--- src/rtl/traffic_pkg.sv ---
// Shared state encodings and lamp patterns for the actuated intersection controller.
package traffic_pkg;

  typedef enum logic [2:0] {
    A_GRN = 3'd0,
    A_YEL = 3'd1,
    B_GRN = 3'd2,
    B_YEL = 3'd3,
    WALK  = 3'd4,
    FLASH = 3'd5,
    MAINT = 3'd6
  } state_e;

  localparam logic [2:0] RED  = 3'b100;
  localparam logic [2:0] YEL  = 3'b010;
  localparam logic [2:0] GRN  = 3'b001;
  localparam logic [2:0] DARK = 3'b000;

  localparam logic [1:0] PED_STOP = 2'b10;
  localparam logic [1:0] PED_WALK = 2'b01;
  localparam logic [1:0] PED_OFF  = 2'b00;

endpackage

--- src/rtl/phase_timer.sv ---
// Per-phase tick counter: flags expiry on the tick that completes `limit` ticks,
// optionally holding at the terminal count so a resting phase can leave on any later tick.
module phase_timer #(
  parameter int unsigned CW = 4
) (
  input  logic          clk,
  input  logic          rst,
  input  logic          tick,
  input  logic          clr,
  input  logic [CW-1:0] limit,
  input  logic          sat,
  output logic          expired
);

  logic [CW-1:0] cnt_r;
  logic [CW-1:0] last_s;
  logic          at_last_s;

  assign last_s    = limit - CW'(1'b1);
  assign at_last_s = (cnt_r == last_s);
  assign expired   = tick && at_last_s;

  // Phase tick counter; clear has priority so every new phase starts from zero
  always_ff @(posedge clk or negedge rst) begin
    if (!rst) begin
      cnt_r <= {CW{1'b0}};
    end else if (clr) begin
      cnt_r <= {CW{1'b0}};
    end else if (tick) begin
      if (at_last_s) begin
        cnt_r <= sat ? cnt_r : {CW{1'b0}};
      end else begin
        cnt_r <= cnt_r + CW'(1'b1);
      end
    end else begin
      cnt_r <= cnt_r;
    end
  end

endmodule

--- src/rtl/traffic_phase_scheduler.sv ---
// Demand-driven phase sequencer: A rests green until side-road or pedestrian demand,
// with an all-red flashing maintenance override. Lamps are a Moore decode of state and blk.
module traffic_phase_scheduler
  import traffic_pkg::*;
#(
  parameter int unsigned T_AGRN  = 4,
  parameter int unsigned T_AYEL  = 2,
  parameter int unsigned T_BGRN  = 3,
  parameter int unsigned T_BYEL  = 1,
  parameter int unsigned T_WALK  = 2,
  parameter int unsigned T_FLASH = 4,
  parameter int unsigned CW      = 4
) (
  input  logic       clk,
  input  logic       rst,
  input  logic       tick,
  input  logic       ped_req,
  input  logic       car_b,
  input  logic       maint,
  output logic [2:0] lightA,
  output logic [2:0] lightB,
  output logic [1:0] pedestrian,
  output logic [2:0] phase,
  output logic       ped_ack
);

  state_e        state_r;
  state_e        next_state_s;
  logic          car_pend_r;
  logic          ped_pend_r;
  logic          blk_r;
  logic          ped_ack_r;
  logic [CW-1:0] limit_s;
  logic          expired_s;
  logic          state_chg_s;
  logic          clr_s;
  logic          enter_b_s;
  logic          enter_walk_s;

  assign state_chg_s  = (next_state_s != state_r);
  // MAINT keeps the counter parked at zero so A_GRN gets its full minimum on exit
  assign clr_s        = state_chg_s || (state_r == MAINT);
  assign enter_b_s    = state_chg_s && (next_state_s == B_GRN);
  assign enter_walk_s = state_chg_s && (next_state_s == WALK);

  // Duration of the current phase in ticks
  always_comb begin
    limit_s = CW'(1'b1);
    case (state_r)
      A_GRN:   limit_s = CW'(T_AGRN);
      A_YEL:   limit_s = CW'(T_AYEL);
      B_GRN:   limit_s = CW'(T_BGRN);
      B_YEL:   limit_s = CW'(T_BYEL);
      WALK:    limit_s = CW'(T_WALK);
      FLASH:   limit_s = CW'(T_FLASH);
      default: limit_s = CW'(1'b1);
    endcase
  end

  phase_timer #(
    .CW(CW)
  ) u_timer (
    .clk    (clk),
    .rst    (rst),
    .tick   (tick),
    .clr    (clr_s),
    .limit  (limit_s),
    .sat    (state_r == A_GRN),
    .expired(expired_s)
  );

  // State register
  always_ff @(posedge clk or negedge rst) begin
    if (!rst) begin
      state_r <= A_GRN;
    end else begin
      state_r <= next_state_s;
    end
  end

  // Next-state selection; maintenance overrides any expiry in the same cycle
  always_comb begin
    next_state_s = state_r;
    if (maint) begin
      next_state_s = MAINT;
    end else begin
      case (state_r)
        A_GRN: begin
          if (expired_s && (car_pend_r || ped_pend_r)) next_state_s = A_YEL;
          else                                          next_state_s = A_GRN;
        end
        A_YEL: begin
          if (!expired_s)     next_state_s = A_YEL;
          else if (car_pend_r) next_state_s = B_GRN;
          else                 next_state_s = WALK;
        end
        B_GRN: begin
          if (expired_s) next_state_s = B_YEL;
          else           next_state_s = B_GRN;
        end
        B_YEL: begin
          if (!expired_s)     next_state_s = B_YEL;
          else if (ped_pend_r) next_state_s = WALK;
          else                 next_state_s = A_GRN;
        end
        WALK: begin
          if (expired_s) next_state_s = FLASH;
          else           next_state_s = WALK;
        end
        FLASH: begin
          if (expired_s) next_state_s = A_GRN;
          else           next_state_s = FLASH;
        end
        MAINT:   next_state_s = A_GRN;
        default: next_state_s = A_GRN;
      endcase
    end
  end

  // Request latches (serving clear beats a same-cycle request), walk acknowledge, flash bit
  always_ff @(posedge clk or negedge rst) begin
    if (!rst) begin
      car_pend_r <= 1'b0;
      ped_pend_r <= 1'b0;
      ped_ack_r  <= 1'b0;
      blk_r      <= 1'b0;
    end else begin
      if (enter_b_s)  car_pend_r <= 1'b0;
      else if (car_b) car_pend_r <= 1'b1;
      else            car_pend_r <= car_pend_r;

      if (enter_walk_s) ped_pend_r <= 1'b0;
      else if (ped_req) ped_pend_r <= 1'b1;
      else              ped_pend_r <= ped_pend_r;

      ped_ack_r <= enter_walk_s;

      if (state_chg_s)                                       blk_r <= 1'b0;
      else if (tick && (state_r == FLASH || state_r == MAINT)) blk_r <= ~blk_r;
      else                                                   blk_r <= blk_r;
    end
  end

  // Lamp decode from registered state and flash bit
  always_comb begin
    lightA     = GRN;
    lightB     = RED;
    pedestrian = PED_STOP;
    case (state_r)
      A_GRN: begin lightA = GRN; lightB = RED; pedestrian = PED_STOP; end
      A_YEL: begin lightA = YEL; lightB = RED; pedestrian = PED_STOP; end
      B_GRN: begin lightA = RED; lightB = GRN; pedestrian = PED_STOP; end
      B_YEL: begin lightA = RED; lightB = YEL; pedestrian = PED_STOP; end
      WALK:  begin lightA = RED; lightB = RED; pedestrian = PED_WALK; end
      FLASH: begin
        lightA     = RED;
        lightB     = RED;
        pedestrian = blk_r ? PED_OFF : PED_STOP;
      end
      MAINT: begin
        if (blk_r) begin
          lightA = DARK; lightB = DARK; pedestrian = PED_OFF;
        end else begin
          lightA = RED;  lightB = RED;  pedestrian = PED_STOP;
        end
      end
      default: begin lightA = RED; lightB = RED; pedestrian = PED_STOP; end
    endcase
  end

  assign phase   = state_r;
  assign ped_ack = ped_ack_r;

endmodule

--- config.mk ---
export PLATFORM = sky130hd
export DESIGN_NAME = traffic_phase_scheduler
export DESIGN_NICKNAME = d
export VERILOG_FILES = /design/src/rtl/traffic_pkg.sv /design/src/rtl/phase_timer.sv /design/src/rtl/traffic_phase_scheduler.sv
export SDC_FILE = /design/constraint.sdc
export NUM_CORES = 1
export LEC_CHECK = 0
export BUFFER_PORTS_ARGS = -buffer_cell sky130_fd_sc_hd__buf_2
export CORE_MARGIN = 3
export CORE_UTILIZATION = 25
export CTS_CLUSTER_DIAMETER = 200
export DETAILED_ROUTE_END_ITERATION = 10
export GPL_TIMING_DRIVEN = 0
export HOLD_SLACK_MARGIN = 0.12
export PLACE_DENSITY = 0.56
export SLEW_MARGIN = 25
export SYNTH_ARGS = -nofsm -noshare
export SYNTH_HDL_FRONTEND = slang
export SYNTH_SLANG_ARGS = --single-unit
--- constraint.sdc ---
create_clock -name clk -period 2.5 [get_ports clk]
set_input_delay 0 -clock clk [delete_from_list [all_inputs] [get_ports clk]]
set_output_delay 0 -clock clk [all_outputs]
set_load 0.01 [all_outputs]
Yosys cells after proc, flatten, opt, wreduce, memory -nomap -nowiden

Index checks and enable logic that the tools add are counted.

Logic and storage cells: 63
Register bits: 11
Output and inout port bits: 12
Input port bits: 6

Eq/ne operators: 11
Bitwise logic cells: 1
Multiplexer cells: 26
Add/subtract/negate cells: 2
Reduce and logical (&&, ||, !) cells: 17

Operator list:

| kind                                                                   | count |
|---|---|
| 3-bit case mux with 3 select lines                                     | 3 |
| 3-bit two-way mux                                                      | 7 |
| 3-bit case mux with 6 select lines                                     | 1 |
| 4-bit two-way mux                                                      | 4 |
| 3-bit equality test (second input constant)                            | 4 |
| 3-bit by 2-bit equality test with 1-bit output (second input constant) | 3 |
| 1-bit two-way mux                                                      | 9 |
| 2-bit nonzero test                                                     | 4 |
| 2-bit OR reduction                                                     | 3 |
| 1-bit logical AND                                                      | 5 |
| 4-bit by 1-bit adder with 4-bit output (second input constant)         | 1 |
| 4-bit equality test                                                    | 1 |
| 2-bit case mux with 2 select lines                                     | 1 |
| 3-bit by 1-bit subtractor with 4-bit output (second input constant)    | 1 |
| 3-bit by 1-bit equality test with 1-bit output (second input constant) | 1 |
| 3-bit logical NOT                                                      | 1 |
| 1-bit logical OR                                                       | 3 |
| 3-bit != test                                                          | 1 |
| 3-bit != test (second input constant)                                  | 1 |
| 2-bit two-way mux                                                      | 1 |
| 2-bit AND reduction                                                    | 1 |
| 1-bit inverter                                                         | 1 |

Longest topological paths before layout

Gate-level depths: netlist (run 1).

Word-level depth: 14
Depth in mapped cells: 11
Mapped depth without buffers: 9

Cells and area by module

Synthesis (run 1) repeated with hierarchy kept, for this count alone.

Cell total of the unflattened synthesis: 95
Area total of the unflattened synthesis: 852.1 sq um

By module, submodules not included:

| module                  | area an instance (sq um) | cells an instance | instances | seq. area each (sq um) |
|---|---|---|---|---|
| traffic_phase_scheduler | 520.5                    | 61                | 1         | 175.2 |
| phase_timer             | 331.6                    | 34                | 1         | 100.1 |

Worst setup path after synthesis (run 1)

Ideal clock, no wire load.

Kind: reg2reg
Start point: register state_r[1] (netlist: phase[1])
End point: register ped_ack_r (netlist: ped_ack)
Setup slack: -0.353 ns
Setup time: 0.095 ns
Arrival: 2.758 ns
Cell stages (with the launch flop): 12
Required time: 2.405 ns
Buffers on the path: 2
Cell sequence: dfrtp_1 clkbuf_1 clkbuf_1 nor2_1 and2_1 nor2_1 ha_1 xnor2_1 or3_1 a21o_2 o2bb2a_2 nor4b_2

Cells in the longest elaborated chain, start to end: 12
Elaborated cells between the ends (all ways): 24

RTL lines:

| element                                                     | RTL line                                                     | text |
|---|---|---|
| from (decl)                                                 | traffic_phase_scheduler.sv:27                                | `state_e state_r;` |
| from (signal assigned)                                      | traffic_phase_scheduler.sv:77                                | `state_r <= next_state_s;` |
| 3-bit equality test (tied with other cells)                 | traffic_phase_scheduler.sv:49, traffic_phase_scheduler.sv:87 |  |
| 2-bit OR reduction (no line)                                | --                                                           |  |
| 3-bit case mux with 3 select lines                          | traffic_phase_scheduler.sv:49                                | `case (state_r)` |
| 3-bit by 1-bit subtractor with 4-bit output                 | phase_timer.sv:19                                            | `assign last_s = limit - CW'(1'b1);` |
| 4-bit equality test                                         | phase_timer.sv:20                                            | `assign at_last_s = (cnt_r == last_s);` |
| 1-bit logical AND                                           | phase_timer.sv:21                                            | `assign expired = tick && at_last_s;` |
| 1-bit logical AND                                           | traffic_phase_scheduler.sv:89                                | `if (expired_s && (car_pend_r \|\| ped_pend_r)) next_state_s = A_YEL;` |
| 1-bit two-way mux                                           | traffic_phase_scheduler.sv:89                                |  |
| 3-bit case mux with 6 select lines                          | traffic_phase_scheduler.sv:87                                | `case (state_r)` |
| 3-bit two-way mux                                           | traffic_phase_scheduler.sv:84                                | `if (maint) begin` |
| 3-bit != test / 3-bit equality test (equally long branches) | traffic_phase_scheduler.sv:40, traffic_phase_scheduler.sv:44 |  |
| 1-bit logical AND *                                         | traffic_phase_scheduler.sv:44                                | `assign enter_walk_s = state_chg_s && (next_state_s == WALK);` |
| named net enter_walk_s                                      | traffic_phase_scheduler.sv:38                                | `logic enter_walk_s;` |
| to (signal assigned)                                        | traffic_phase_scheduler.sv:136                               | `ped_ack_r <= enter_walk_s;` |
| to (decl)                                                   | traffic_phase_scheduler.sv:32                                | `logic ped_ack_r;` |

The timed path passes the listed nets; every way through them passes the cells marked *.
A chain may end at the register's enable or synchronous reset.

Worst setup path after layout (run 1)

Start point: register state_r[2] (netlist: phase[2])
End point: register ped_ack_r (netlist: ped_ack)

Cells in the longest elaborated chain, start to end: 12
Elaborated cells between the ends (all ways): 24

RTL lines:

| element                                                     | RTL line                                                     | text |
|---|---|---|
| 3-bit equality test (tied with other cells)                 | traffic_phase_scheduler.sv:49, traffic_phase_scheduler.sv:87 |  |
| 2-bit OR reduction (no line)                                | --                                                           |  |
| 3-bit case mux with 3 select lines                          | traffic_phase_scheduler.sv:49                                |  |
| 3-bit by 1-bit subtractor with 4-bit output                 | phase_timer.sv:19                                            |  |
| 4-bit equality test                                         | phase_timer.sv:20                                            |  |
| 1-bit logical AND                                           | phase_timer.sv:21                                            |  |
| 1-bit logical AND                                           | traffic_phase_scheduler.sv:89                                |  |
| 1-bit two-way mux                                           | traffic_phase_scheduler.sv:89                                |  |
| 3-bit case mux with 6 select lines *                        | traffic_phase_scheduler.sv:87                                |  |
| 3-bit two-way mux *                                         | traffic_phase_scheduler.sv:84                                |  |
| named net next_state_s[0]                                   | traffic_phase_scheduler.sv:28                                | `state_e next_state_s;` |
| 3-bit != test / 3-bit equality test (equally long branches) | traffic_phase_scheduler.sv:40, traffic_phase_scheduler.sv:44 |  |
| 1-bit logical AND *                                         | traffic_phase_scheduler.sv:44                                |  |
| named net enter_walk_s                                      | traffic_phase_scheduler.sv:38                                |  |

Marks and branches as above.

==> results.cfg, run 1 <==
[clock_network]
cts_tree = done
clk_pin_slew_ps = 70
clock-root-buffer = clkbuf_4
h-tree-depth = 1
numCtsBuffers = 3
cts_sinks = 11
clk_latency_ps = 260
clk_path_buf_depth = 2

[setup_path]
end_kind = flop
rr_endpoint = ped_ack
critPathKind = flop to flop
rrSetupSlack_ps = -9
r2r-start = phase[2]
crit_fanout = 9
worstPathRequired_ps = 2640
arrival_ps = 2650
reg2reg_depth = 9
cp-start-kind = flop

[logic_synthesis]
synth_flop_cell = dfrtp_1
synthArstFlopShare = 1.00
synth_enable_flop_cells = 0
syn-num-nets = 117
synthDistinctLibCells = 36
synth_area_sq_um = 868
yosys_warnings = 0
synth_area_per_cell_sq_um = 7.97
synth_common_cells = dfrtp_1, nor2_1, a21oi_1, o21ai_0
yosysTopAreaCell = dfrtp_1
synth_cells = 109
ys_seq_elements = 11
seq_area_frac_synth = 0.317
netlist_top_cells_area = dfrtp_1, a21oi_1, o21ai_0
synth_top_area_frac = 0.317

[die]
start_util = 0.273
die_w_um = 64.9
fp-row-count = 20
coreArea_sq_um = 3180
io_pins = 18
design.die.area_sq_um = 4220
die_y_um = 64.9

[global_routing]
track_usage = 0.119
grt_max_degree = 14
antenna_found_initial = 0
gr-total-overflow = 0
first_global_vias = 815
grt_pass1_wl_mm = 3.95

[timing]
worstMarginPinSlew_ps = 473
finalSetupViolations = 1
report.final.slew_viol_count = 0
hold_slack_ps = 126
fin_crit_sh = 1.00
period_needed_ps = 2510
max_freq_mhz = 399
setup_slack_ps = -8.55
clock_skew_ps = 0.642
hold_violations = 0
rsz0062_at_grt = true
slew_headroom = 0.683

[finish]
postLayoutCoreUtil = 0.409
area_delta_synth_final_pct = 49.7
fillerInstances = 359
n_antenna_cell = 0
nNetsFinal = 153
drive_gt1_frac = 0.389

[routing]
drc = 0
routedWlPerCell_um = 13.2
first_pass_iters = 4
routed_wl_mm = 2.48
via_per_inst = 4.95
via_count = 930
drt-initial-drc-count = 30
ant_nets = 0

[power_and_ir_drop]
power_w = 0.000582
power_density_nw_per_um2 = 448
ir_drop_uv = 240
leakage_nw = 0.545

[placement]
hpwlAfterDp_mm = 1.79
portBuffers = 16
gpl.final_weighted_congestion = 0.907

[hold_path]
min_path_type = input port to async pin

[job]
maxCapViolCount = 0

[run_status]
violations = negative setup slack
status = complete, but fails checks
==> power breakdown <==
| part | switching [W] | internal, W | leakage (nW) |
|---|---|---|---|
| combinational | 0.000136 | 0.000126 | 0.392 |
| sequential | 0.0000140 | 0.000189 | 0.135 |
| clock | 0.0000579 | 0.0000592 | 0.0177 |
| total | 0.000208 | 0.000374 | 0.545 |
==> flip-flops by register name (all words and copies together) (netlist names) <==
name and cells:
blk_r 1, phase 3, ped_ack 1, car_pend_r 1, u_timer.cnt_r 4, ped_pend_r 1
==> what timing repair did <==
action                                 4_1_cts  5_1_grt
pin swaps                                    9        7
endpoints found under the hold margin       16        0
buffers inserted                             8        5
hold buffers                                 5        0
setup endpoints to repair                   10       10
gates resized for setup                     11        7
==> layout make-up <==
class                           instances  area (sq um)  area share
Buffer                                  4          50.0      0.0385
Multi-Input combinational cell         85           639       0.492
Sequential cell                        11           278       0.214
Tap cell                               44          55.1      0.0423
Clock inverter                          1          5.00     0.00385
Inverter                                6          22.5      0.0173
Timing Repair Buffer                   34           228       0.175
Clock buffer                            3          22.5      0.0173
==> worst max-delay path: stages, from the launching register on <==
cell and delay [ps]:
dfrtp_2 470, buf_4 160, and2_4 130, nor2_1 120, ha_2 290, xnor2_2 140
or3_4 380, a211oi_4 270, mux2i_2 350, nor4b_4 80
==> layer usage <==
layer | track usage | share of wire | vias to the layer above
met5 | 0 | 0 | -
met4 | 0.0317 | 0.0016 | 0
met3 | 0.0121 | 0.067 | 2
met2 | 0.174 | 0.46 | 29
met1 | 0.182 | 0.47 | 438
li1 | - | - | 461
==> logic make-up (layout without fill, tap and decap cells) <==
kind of cell	count (synthesis)	after routing	synth area share
simple gates	42	42	0.267
mux	2	2	0.0231
fa+ha+maj	2	2	0.0288
compound gates	32	32	0.236
xor+xnor	7	7	0.0706
flops	11	11	0.317
buf+inv	13	48	0.0576
==> per-stage QoR <==
step	cells	instance area [sq um]	setup TNS [ps]	worst slack (ps)
2_1_floorplan	109	926	-60.8	-39.3
3_3_place_gp	169	1060	-1760	-328
3_5_place_dp	169	1060	-2270	-397
4_1_cts	184	1250	-321	-111
5_1_grt	188	1300	-131	-109
6_report	188	1300	-8.55	-8.55
==> cell usage in the layout, fill, tap and decap left out, drive strengths merged, types with 2 or more instances in the layout <==
cell,netlist,layout
xor2,3,3
xnor2,4,4
nor2,11,11
and2,3,3
nor2b,3,3
mux2i,2,2
nand2,6,6
ha,2,2
o21ai,10,10
dlygate4sd3,0,5
buf,1,32
dfrtp,11,11
nand3b,2,2
clkbuf,6,4
or3,3,3
a21oi,10,10
nand3,2,2
a211oi,2,2
inv,6,6
nor3,5,5
a31oi,3,3
==> worst max-delay path by stage <==
stage	start	endpoint	cells after the start
floorplan	phase[1]	ped_ack	11
global placement	phase[2]	ped_ack	10
detailed placement	phase[2]	ped_ack	10
CTS	phase[1]	ped_ack	11
global route	phase[2]	ped_ack	9
finish	phase[2]	ped_ack	9
Note: power is estimated with default switching activity, not from simulation.
==> run 2: changes to the inputs <==
--- a/config.mk
+++ b/config.mk
@@ -12,8 +12,9 @@
 export DETAILED_ROUTE_END_ITERATION = 10
 export GPL_TIMING_DRIVEN = 0
 export HOLD_SLACK_MARGIN = 0.12
-export PLACE_DENSITY = 0.56
+export PLACE_DENSITY_LB_ADDON = 0.2
 export SLEW_MARGIN = 25
 export SYNTH_ARGS = -nofsm -noshare
 export SYNTH_HDL_FRONTEND = slang
 export SYNTH_SLANG_ARGS = --single-unit
+export TNS_END_PERCENT = 100
==> results.cfg, run 2 (synthesis gave the netlist of run 1 again) <==
[placement]
portBuffers = 16
hpwlAfterDp_mm = 1.73
gpl.final_weighted_congestion = 0.770
place_ws_ps = -347

[global_routing]
gr-total-overflow = 0
track_usage = 0.128
grt_max_degree = 17
antenna_found_initial = 0
first_global_vias = 955
grt_pass1_wl_mm = 4.23

[die]
fp-row-count = 20
io_pins = 18
die_w_um = 64.9
design.die.area_sq_um = 4220
start_util = 0.273
die_y_um = 64.9
coreArea_sq_um = 3180

[finish]
nNetsFinal = 157
largest_reg_flops = 4
n_antenna_cell = 0
postLayoutCoreUtil = 0.418
top_register = u_timer.cnt_r
drive_gt1_frac = 0.405
area_delta_synth_final_pct = 52.9
mostFrequentLayoutCells = buf_2, buf_4, a21oi_1, o21ai_0, dfrtp_1

[routing]
routed_wl_mm = 2.53
ant_nets = 0
drc = 0
first_pass_iters = 4
via_count = 955
drt-initial-drc-count = 24
via_per_inst = 4.97
routedWlPerCell_um = 13.2

[timing]
worstMarginPinSlew_ps = 473
setup_slack_ps = 65.4
hold_violations = 0
report.final.slew_viol_count = 0
finalSetupViolations = 0
slew_headroom = 0.683
max_freq_mhz = 411
period_needed_ps = 2430
fin_crit_sh = 0.974
clock_skew_ps = 1.65

[setup_path]
slowest_stage = dfrtp_2
crit_fanout = 10
max_stage_delay_ps = 450
crit_chain = clkbuf_4 > nor2_2 > nor2_4 > ha_4 > xnor2_1 > or3_4 > a211oi_4 > mux2i_2 > nor4b_4
arrival_ps = 2590
end_kind = flop
critPathKind = flop to flop
cp-start-kind = flop
worstPathRequired_ps = 2660

[run_status]
status = completed

[clock_network]
clk_path_buf_depth = 2
clk_latency_ps = 270
h-tree-depth = 1
cts_sinks = 11
numCtsBuffers = 3
cts_tree = done
clk_pin_slew_ps = 70
clock-root-buffer = clkbuf_4

[power_and_ir_drop]
power_density_nw_per_um2 = 451
ir_drop_uv = 205
leakage_nw = 0.562

[job]
maxCapViolCount = 0

[hold_path]
min_path_type = input port to async pin
## run 2: routing by layer
metal | wire, um | vias up | global-route usage
li1 | - | 475 | -
met1 | 1210 | 458 | 0.167
met2 | 1200 | 17 | 0.211
met3 | 84 | 5 | 0.0191
met4 | 34 | 0 | 0.0475
met5 | 0 | - | 0
## run 2: path summary, 6_finish.rpt
check,start,end,slack (ps),cells after the start
min in group clk,car_b,car_pend_r,520,4
setup / recovery,phase[2],ped_ack,70,9
hold / removal,rst,car_pend_r,130,2
setup reg to reg,phase[2],ped_ack,70,9
hold reg to reg,car_pend_r,car_pend_r,570,2
max in group asynchronous,rst,phase[1],2150,2
## run 2: final cells by class
class                   instances  area [sq um]
inverters                       6          22.5
flip-flops and latches         11           278
repair buffers                 39           270
clock buffers                   4          26.3
multi-input cells              85           648
plain buffers                   3          27.5
well taps                      44          55.1
fillers                       326          1850
## run 2: critical path, delay by kind of cell, from the launching register on
kind,cells,cell delay [ps]
xor+xnor,1,130
fa+ha+maj,1,160
buf+inv,1,200
flops,1,450
compound gates,1,290
simple gates,4,740
mux,1,350
## run 2: stage by stage
stage / hold slack, ps / area, sq um / total power, W / cells / setup TNS (ps)
after CTS: 126 / 1260 / 0.000579 / 183 / -211
after floorplan: -296 / 926 / 0.000343 / 109 / -60.8
final: 125 / 1330 / 0.000598 / 192 / 0
after global placement: -109 / 1060 / 0.000394 / 169 / -2290
after detailed placement: -111 / 1060 / 0.000395 / 169 / -2080
after global routing: 127 / 1330 / 0.000642 / 192 / -0.580
## run 2: power breakdown
group / total [W] / switching (W) / internal, W
logic: 0.000271 / 0.000137 / 0.000133
clock network: 0.000125 / 0.0000630 / 0.0000619
registers: 0.000203 / 0.0000139 / 0.000189
total: 0.000598 / 0.000214 / 0.000384
## run 2: what timing repair did
action,CTS,global route
setup buffers,7,11
hold buffers,5,0
gates resized for setup,13,8
endpoints found under the hold margin,16,0
pin swaps,9,5
setup endpoints to repair,9,10
